`config.mk`:
```
export PLATFORM = sky130hd
export DESIGN_NAME = vic_nest_ctrl
export DESIGN_NICKNAME = d
export VERILOG_FILES = /design/src/rtl/vic_pkg.sv /design/src/rtl/vic_prio_stack.sv /design/src/rtl/vic_nest_ctrl.sv
export SDC_FILE = /design/constraint.sdc
export NUM_CORES = 1
export LEC_CHECK = 0
export CAP_MARGIN = 0
export CORE_ASPECT_RATIO = 0.8
export CORE_MARGIN = 5
export CORE_UTILIZATION = 40
export DETAILED_ROUTE_END_ITERATION = 8
export PLACE_DENSITY = 0.82
export SLEW_MARGIN = 25
export SYNTH_ARGS = -nofsm -noshare
export SYNTH_HDL_FRONTEND = slang
export SYNTH_SLANG_ARGS = --single-unit
export TNS_END_PERCENT = 1
```
`constraint.sdc`:
```
create_clock -name i_clk -period 3.8 [get_ports i_clk]
set_input_delay 0.76 -clock i_clk [delete_from_list [all_inputs] [get_ports i_clk]]
set_output_delay 0.76 -clock i_clk [all_outputs]
set_load 0.02 [all_outputs]
```
`src/rtl/vic_pkg.sv`:
```
// vic_pkg: shared constants, FSM state and stack entry type for the VIC nesting scheduler.
package vic_pkg;
   localparam int N_IRQ   = 31;
   localparam int VEC_W   = 5;
   localparam int PRIO_W  = 3;
   localparam int DEPTH   = 4;
   localparam int TO_CYC  = 64;
   localparam int DEPTH_W = $clog2(DEPTH + 1);
   typedef enum logic {IDLE, REQ} state_t;
   typedef struct packed {
      logic [VEC_W-1:0]  vec;
      logic [PRIO_W-1:0] prio;
   } entry_t;
endpackage

```
`src/rtl/vic_prio_stack.sv`:
```
// vic_prio_stack: LIFO of active {vector, priority} entries; a same-cycle push+pop replaces the top.
module vic_prio_stack
   import vic_pkg::*;
#(
   parameter int N = 4,
   localparam int DW = $clog2(N + 1),
   localparam int AW = $clog2(N)
) (
   input  logic          clk,
   input  logic          rst,
   input  logic          push,
   input  logic          pop,
   input  entry_t        din,
   output entry_t        top,
   output logic [DW-1:0] depth,
   output logic          full,
   output logic          empty
);
   entry_t        mem [N];
   logic [DW-1:0] tm1;
   assign tm1   = depth - DW'(1);
   assign full  = depth == DW'(N);
   assign empty = depth == '0;
   assign top   = empty ? '0 : mem[tm1[AW-1:0]];
   always_ff @(posedge clk)
      if (rst) depth <= '0;
      else if (pop && !empty && push) mem[tm1[AW-1:0]] <= din;
      else if (pop && !empty) depth <= tm1;
      else if (push && !full) begin
         mem[depth[AW-1:0]] <= din;
         depth <= depth + DW'(1);
      end
endmodule

```
`src/rtl/vic_nest_ctrl.sv`:
```
// vic_nest_ctrl: forwards vic_irq vectors to the CPU only when they out-prioritise the active level.
// Optional macro VIC_NEST_TIMEOUT_EN abandons a CPU request after TO_CYC cycles without acknowledge.
module vic_nest_ctrl
   import vic_pkg::*;
(
   input  logic                    i_clk,
   input  logic                    i_rst,
   input  logic                    i_irq_req,
   input  logic [VEC_W-1:0]        i_irq_addr,
   input  logic [N_IRQ*PRIO_W-1:0] i_prio,
   output logic                    o_irq_ack,
   output logic                    o_cpu_irq,
   output logic [VEC_W-1:0]        o_cpu_vec,
   input  logic                    i_cpu_ack,
   input  logic                    i_cpu_eoi,
   output logic [PRIO_W-1:0]       o_cur_prio,
   output logic [DEPTH_W-1:0]      o_depth,
   output logic                    o_full,
   output logic                    o_err,
   output logic                    o_timeout
);
   state_t            state, state_nx;
   logic [VEC_W-1:0]  vec;
   logic [PRIO_W-1:0] prio, p;
   logic [PRIO_W-1:0] prio_tbl [2**VEC_W];
   logic              accept, take, tmo, empty, ack, err;
   entry_t            ent, top;
   // vectors beyond the implemented lines read as priority 0 and are never accepted
   for (genvar k = 0; k < 2**VEC_W; k++) begin : g_prio
      if (k < N_IRQ) begin : g_on
         assign prio_tbl[k] = i_prio[k*PRIO_W +: PRIO_W];
      end else begin : g_off
         assign prio_tbl[k] = '0;
      end
   end
   assign p      = prio_tbl[i_irq_addr];
   assign accept = (state == IDLE) && i_irq_req && (p > o_cur_prio) && !o_full;
   assign take   = (state == REQ) && i_cpu_ack;
   assign ent    = {vec, prio};
   always_comb begin
      state_nx = state;
      state_nx = (state == IDLE) ? (accept ? REQ : IDLE) : ((i_cpu_ack || tmo) ? IDLE : REQ);
   end
   always_ff @(posedge i_clk)
      if (i_rst) begin
         state <= IDLE;
         vec   <= '0;
         prio  <= '0;
         ack   <= 1'b0;
         err   <= 1'b0;
      end else begin
         state <= state_nx;
         ack   <= accept;
         if (accept) begin
            vec  <= i_irq_addr;
            prio <= p;
         end
         if (i_cpu_eoi && empty) err <= 1'b1;
      end
`ifdef VIC_NEST_TIMEOUT_EN
   localparam int CW = $clog2(TO_CYC + 1);
   logic [CW-1:0] cnt;
   logic          to_flag;
   assign tmo = (state == REQ) && !i_cpu_ack && (cnt == CW'(TO_CYC - 1));
   always_ff @(posedge i_clk)
      if (i_rst) begin
         cnt     <= '0;
         to_flag <= 1'b0;
      end else begin
         cnt <= (state == REQ) ? cnt + CW'(1) : '0;
         if (tmo) to_flag <= 1'b1;
      end
   assign o_timeout = to_flag;
`else
   assign tmo       = 1'b0;
   assign o_timeout = 1'b0;
`endif
   vic_prio_stack #(.N(DEPTH)) u_stack (
      .clk   (i_clk),
      .rst   (i_rst),
      .push  (take),
      .pop   (i_cpu_eoi),
      .din   (ent),
      .top   (top),
      .depth (o_depth),
      .full  (o_full),
      .empty (empty)
   );
   assign o_irq_ack  = ack;
   assign o_cpu_irq  = state == REQ;
   assign o_cpu_vec  = vec;
   assign o_cur_prio = top.prio;
   assign o_err      = err;
endmodule

```
==> Word level (Yosys, flattened, before mapping) <==
Memory sizes are Yosys's and may differ from the RTL's.
Cells that the tools add are included.
{ "op_classes": {"n_addsub": 2, "order_cmp": 2, "n_eq_ne": 1, "mux": 20, "bitwise": 3, "reduce_logical": 14} }
{ "op_table": {"columns": ["op", "count"], "rows": [
  ["binary-select mux 3 bit (select 5 bit)", 1],
  ["2-to-1 mux 3 bit", 5],
  ["2-to-1 mux 1 bit", 12],
  ["logical AND 1 bit", 8],
  ["2-to-1 mux 8 bit", 1],
  ["OR reduction 8 bit", 1],
  [">= comparator 6 bit (second input constant)", 1],
  ["NOT 5 -> 6 bit", 1],
  ["adder 3 x 1 -> 3 bit (second input constant)", 1],
  ["== test 3 bit (second input constant)", 1],
  ["> comparator 3 bit", 1],
  ["zero test 3 bit", 1],
  ["subtractor 3 x 1 -> 3 bit (second input constant)", 1],
  ["zero test 1 bit", 2],
  ["2-to-1 mux 2 bit", 1],
  ["NOT 1 bit", 2],
  ["AND reduction 2 bit", 1],
  ["nonzero test 2 bit", 1]
]} }
{ "totals": {"regBits": 14, "mem_bits_rw": 32, "input_bits": 103, "out_inout_bits": 16, "memories": 1} }
{ "mem_list": {"columns": ["memory", "depth", "word_bits", "read_ports", "rd_ports_with_merged_regs", "wr", "line_no", "rtl"], "rows": [
  ["u_stack.mem", 4, 8, 1, 0, 1, "vic_prio_stack.sv:19", "entry_t mem [N];"]
]} }

==> Depth between registers and ports, before layout <==
{ "depth": {"depth_word": 10, "depth_mapped": 15, "ltp_nobuf": 12} }

==> Modules after synthesis <==
From an unflattened synthesis, not the netlist that was laid out.
{ "unflattened": {"hier_cells": 233, "hier_area_um2": 2939.1} }
{ "modules_own_cells": {"columns": ["mod", "instances", "cells_each", "area_each_um2", "seq_area_each_um2"], "rows": [
  ["vic_prio_stack", 1, 99, 1560.2, 1021.0],
  ["vic_nest_ctrl", 1, 134, 1378.8, 220.2]
]} }

==> Worst setup path after synthesis <==
Ideal clock, no wire load.
{ "synth_timing": {"path_kind": "reg-to-reg", "start": "reg u_stack.depth[0]", "end": "reg vec[0], in the netlist o_cpu_vec[0]", "arrival_time_ps": 3644, "path_slack_ps": 28, "stages_incl_launch_ff": 15, "path_buffers": 3, "period_less_slack_ps": 3772, "path_cell_list": "dfxtp_1 > clkbuf_1 > inv_1 > ha_1 > clkbuf_1 > mux2_2 > o21ai_0 > a21oi_1 > inv_1 > ha_1 > and3_1 > a2111oi_2 > buf_4 > mux2i_1 > nor2_1"} }
{ "synth_between": {"elab_chain_cells": 6} }
{ "synth_rtl": {"columns": ["item", "line_no", "rtl"], "rows": [
  ["start, declared", "vic_prio_stack.sv:15", "output logic [DW-1:0] depth,"],
  ["start signal, assigned", "vic_prio_stack.sv:28", "else if (pop && !empty) depth <= tm1;"],
  ["start signal, assigned", "vic_prio_stack.sv:31", "depth <= depth + DW'(1);"],
  ["subtractor 3 x 1 -> 3 bit", "vic_prio_stack.sv:21", "assign tm1 = depth - DW'(1);"],
  ["memory (4 x 8 bit)", null, null],
  ["2-to-1 mux 3 bit *", "vic_prio_stack.sv:24", "assign top = empty ? '0 : mem[tm1[AW-1:0]];"],
  ["named net o_cur_prio[2]", "vic_nest_ctrl.sv:16", "output logic [PRIO_W-1:0] o_cur_prio,"],
  ["> comparator 3 bit *", "vic_nest_ctrl.sv:37", "assign accept = (state == IDLE) && i_irq_req && (p > o_cur_prio) && !o_full;"],
  ["logical AND 1 bit * (2 in a row)", "vic_nest_ctrl.sv:37", null],
  ["end signal, assigned", "vic_nest_ctrl.sv:55", "vec <= i_irq_addr;"],
  ["end, declared", "vic_nest_ctrl.sv:23", "logic [VEC_W-1:0] vec;"]
]} }
The timed path passes the listed nets; every way through them passes the cells marked *.
A chain may end at the register's enable or synchronous reset.

==> Worst setup path in the final report <==
{ "layout_timing": {"start": "in i_prio[7]", "end": "reg prio[2]"} }
{ "layout_between": {"elab_chain_cells": 6} }
{ "layout_rtl": {"columns": ["item", "line_no", "rtl"], "rows": [
  ["start, declared", "vic_nest_ctrl.sv:10", "input logic [N_IRQ*PRIO_W-1:0] i_prio,"],
  ["binary-select mux 3 bit (select 5 bit)", "vic_nest_ctrl.sv:36", "assign p = prio_tbl[i_irq_addr];"],
  ["2-to-1 mux 3 bit (implied by the code) (2 in a row)", "vic_nest_ctrl.sv:36", null],
  ["named net p[1]", "vic_nest_ctrl.sv:24", "logic [PRIO_W-1:0] prio, p;"],
  ["> comparator 3 bit", "vic_nest_ctrl.sv:37", null],
  ["logical AND 1 bit (2 in a row)", "vic_nest_ctrl.sv:37", null],
  ["end signal, assigned", "vic_nest_ctrl.sv:56", "prio <= p;"],
  ["end, declared", "vic_nest_ctrl.sv:24", null]
]} }
The timed path passes the listed nets, and every way through them passes these cells. The select of a mux whose other input is x is not followed.

==> results.yml <==
status:
  status: "finished clean"
synth:
  syn_area_per_cell_um2: 10.8
  async_flop_share_pct: 0
  syn_area_um2: 2180
  ys.flop_type: "dfxtp_1"
  synthCells: 202
  synth_edf_count: 12
  ys_seq_area_share_pct: 29.4
  synth-xor-area-share_pct: 0.804
  synth-compound-area-share_pct: 14.9
  synth_mux_area_share_pct: 31.0
  synth_top_family_by_area: "multiplexers"
  yosys_warnings: 0
  yosysUniqueCellTypes: 46
  ys_ff_latch: 26
  synth_fp_nets: 311
  synth-simple-area-share_pct: 12.1
  synthAdderAreaFrac_pct: 3.45
hold_path:
  hold_end: "o_err"
  min_path_cells: 2
  hp-class: "reg2reg"
  min_from: "o_err"
timing:
  hold_viol_final: 0
  tightest_slew_ns: 0.556
  setup_viol: 0
  setup_slack_ns: 0.225
  drv_slew: 0
  rsz0062_at_grt: "false"
  finalCritPeriodShare_pct: 94.1
  fin_skew_ns: 0.00530
  slew_headroom_pct: 62.8
  timing.final.crit_period_ns: 3.58
  max_freq_mhz: 280
detailed_routing:
  drc: 0
  routed_wl_um: 6980
  antenna_left: 0
  viasPerCell: 5.32
  drtPass1Iterations: 4
  wire_per_inst_um: 18.1
  dr_total_vias: 2054
  drt_iter0_drc: 48
floorplan:
  core_um2: 5380
  rows: 24
  dieArea_um2: 7030
  io_pins: 119
  die_x_um: 92.5
  die_h_um: 76.0
  start_util_pct: 40.5
pwr:
  p_total_w: 0.00145
  leakage_nw: 1.35
  vdd_drop_max_mv: 0.201
  power-per-cell-area_nw_per_um2: 416
clocking:
  clock_path_buffers: 2
  cts_sinks: 26
  cts_root_buf: "clkbuf_8"
  clk_pin_slew_ns: 0.09
  cts_buffers: 3
  cts_tree: "built"
  htreeDepth: 1
  post-cts-setup-buffers: 0
  clk-insertion-delay-late_ns: 0.27
global_routing:
  gr-usage-all-layers_pct: 19.1
  antenna_found_initial: 0
  grt_pass1_wl_um: 10600
  grt-ovfl-total: 0
  grt_pass1_vias: 2084
  grt_max_degree: 20
critical_path:
  criticalPathCategory: "in2reg"
  crit_path_max_fanout: 4
  worstReg2RegStart: "u_stack.depth[1]"
  rr_endpoint: "prio[2]"
  start_kind: "input pin"
  cp-end-kind: "register"
  r2r_cells: 10
  rrSetupSlack_ns: 0.49
  cp.required_ns: 3.97
  cp.arrival_ns: 3.75
place:
  port_buffers: 117
  place_congestion: 0.839
  hpwl_um: 5990
  place_ws_ns: -0.225
layout:
  num_antenna_cells: 0
  layout-drive-gt1-share_pct: 14.0
  fin_nets: 431
  final_common_cell: "clkdlybuf4s50_1"
  layout_common_cells: "114 x clkdlybuf4s50_1, 27 x mux2i_1, 16 x nor2_1"
  syn2layout_area_growth_pct: 60.1
job:
  maxCapViolations: 0
worst max path at each step:
stage,start,endpoint,slack (ns),cells after the start
final,i_prio[7],prio[2],0.22,12
after global routing,i_prio[10],prio[2],0.01,12
after CTS,i_irq_addr[1],prio[2],0.06,13
after detailed placement,i_irq_addr[1],prio[2],-0.22,13
after global placement,i_irq_addr[1],prio[1],0.002,13
after floorplan,u_stack.depth[0],o_cpu_vec[0],0.03,14
power by group:
group / leakage (nW) / internal [W] / switching, W
sequential: 0.225 / 0.000369 / 0.0000441
combinational: 1.09 / 0.000428 / 0.000380
clock: 0.0357 / 0.000141 / 0.0000884
total: 1.35 / 0.000938 / 0.000512
what timing repair did:
action / 4_1_cts / 5_1_grt
resized for setup: 0 / 4
hold buffers: 0 / 0
endpoints found under the setup margin: 0 / 7
per-layer routing:
metal  GRT usage [%]  part of all wire (%)  vias to the layer above
li1                -                     -                     1011
met1            22.7                    40                      974
met2            35.4                    53                       59
met3            3.36                   4.9                       10
met4            4.30                   1.8                        0
met5               0                     0                        -
through the flow:
step           hold WS (ns)  std cells  utilization (%)  instance area [um^2]  TNS, ns
2_1_floorplan         0.455        202                -                  2180        0
3_3_place_gp          0.452        382             63.3                  3400        0
3_5_place_dp          0.471        382             63.3                  3400    -1.26
4_1_cts               0.492        386             64.6                  3470        0
5_1_grt               0.529        386             64.9                  3490        0
6_report              0.483        386             64.9                  3490        0
layout make-up:
class / count / area [um^2]
fill: 442 / 1890
multi-input combinational: 153 / 1370
timing repair buffer: 130 / 1300
sequential: 26 / 641
tap: 65 / 81.3
clock buffer: 3 / 41.3
clock inverter: 1 / 30.0
inverter: 8 / 30.0
worst max-delay path: stages:
cell	delay, ns
clkdlybuf4s50_1	0.39
mux2_4	0.26
a222oi_1	0.45
a221oi_2	0.12
nand3b_1	0.20
ha_1	0.31
nor2b_1	0.13
o21ai_0	0.12
a2111oi_2	0.45
buf_4	0.22
nand3_1	0.09
o221a_1	0.23
registers in the layout (all words and copies together) (netlist names):
register and count:
o_err 1, prio 3, u_stack.depth 3, o_cpu_irq 1, o_irq_ack 1, o_cpu_vec 5
u_stack.mem 12
kinds of logic after synthesis:
logic type	count (synthesis)
AOI/OAI and AO/OA	43
xor gates and xnor gates	2
adders and majority gates	6
buffers and inverters	23
DFF	26
muxes	51
other	1
and+or+nand+nor	50
Yosys cell counts (4+ instances only):
library cell / n / area, um^2
mux2i_1: 27 / 270
nor2_1: 16 / 60.1
dfxtp_1: 14 / 280
edfxtp_1: 12 / 360
mux2_2: 11 / 124
inv_1: 8 / 30.0
o21ai_0: 8 / 40.0
a21oi_1: 6 / 30.0
ha_1: 6 / 75.1
mux4_2: 6 / 135
nor2b_1: 6 / 37.5
o22ai_1: 6 / 37.5
and2_1: 5 / 31.3
nand2_1: 5 / 18.8
nand3b_1: 5 / 37.5
o211ai_1: 5 / 37.5
buf_4: 4 / 30.0
buf_6: 4 / 45.0
mux4_1: 4 / 105
nand2b_1: 4 / 25.0
No activity file was read; power rests on OpenSTA's default activity.
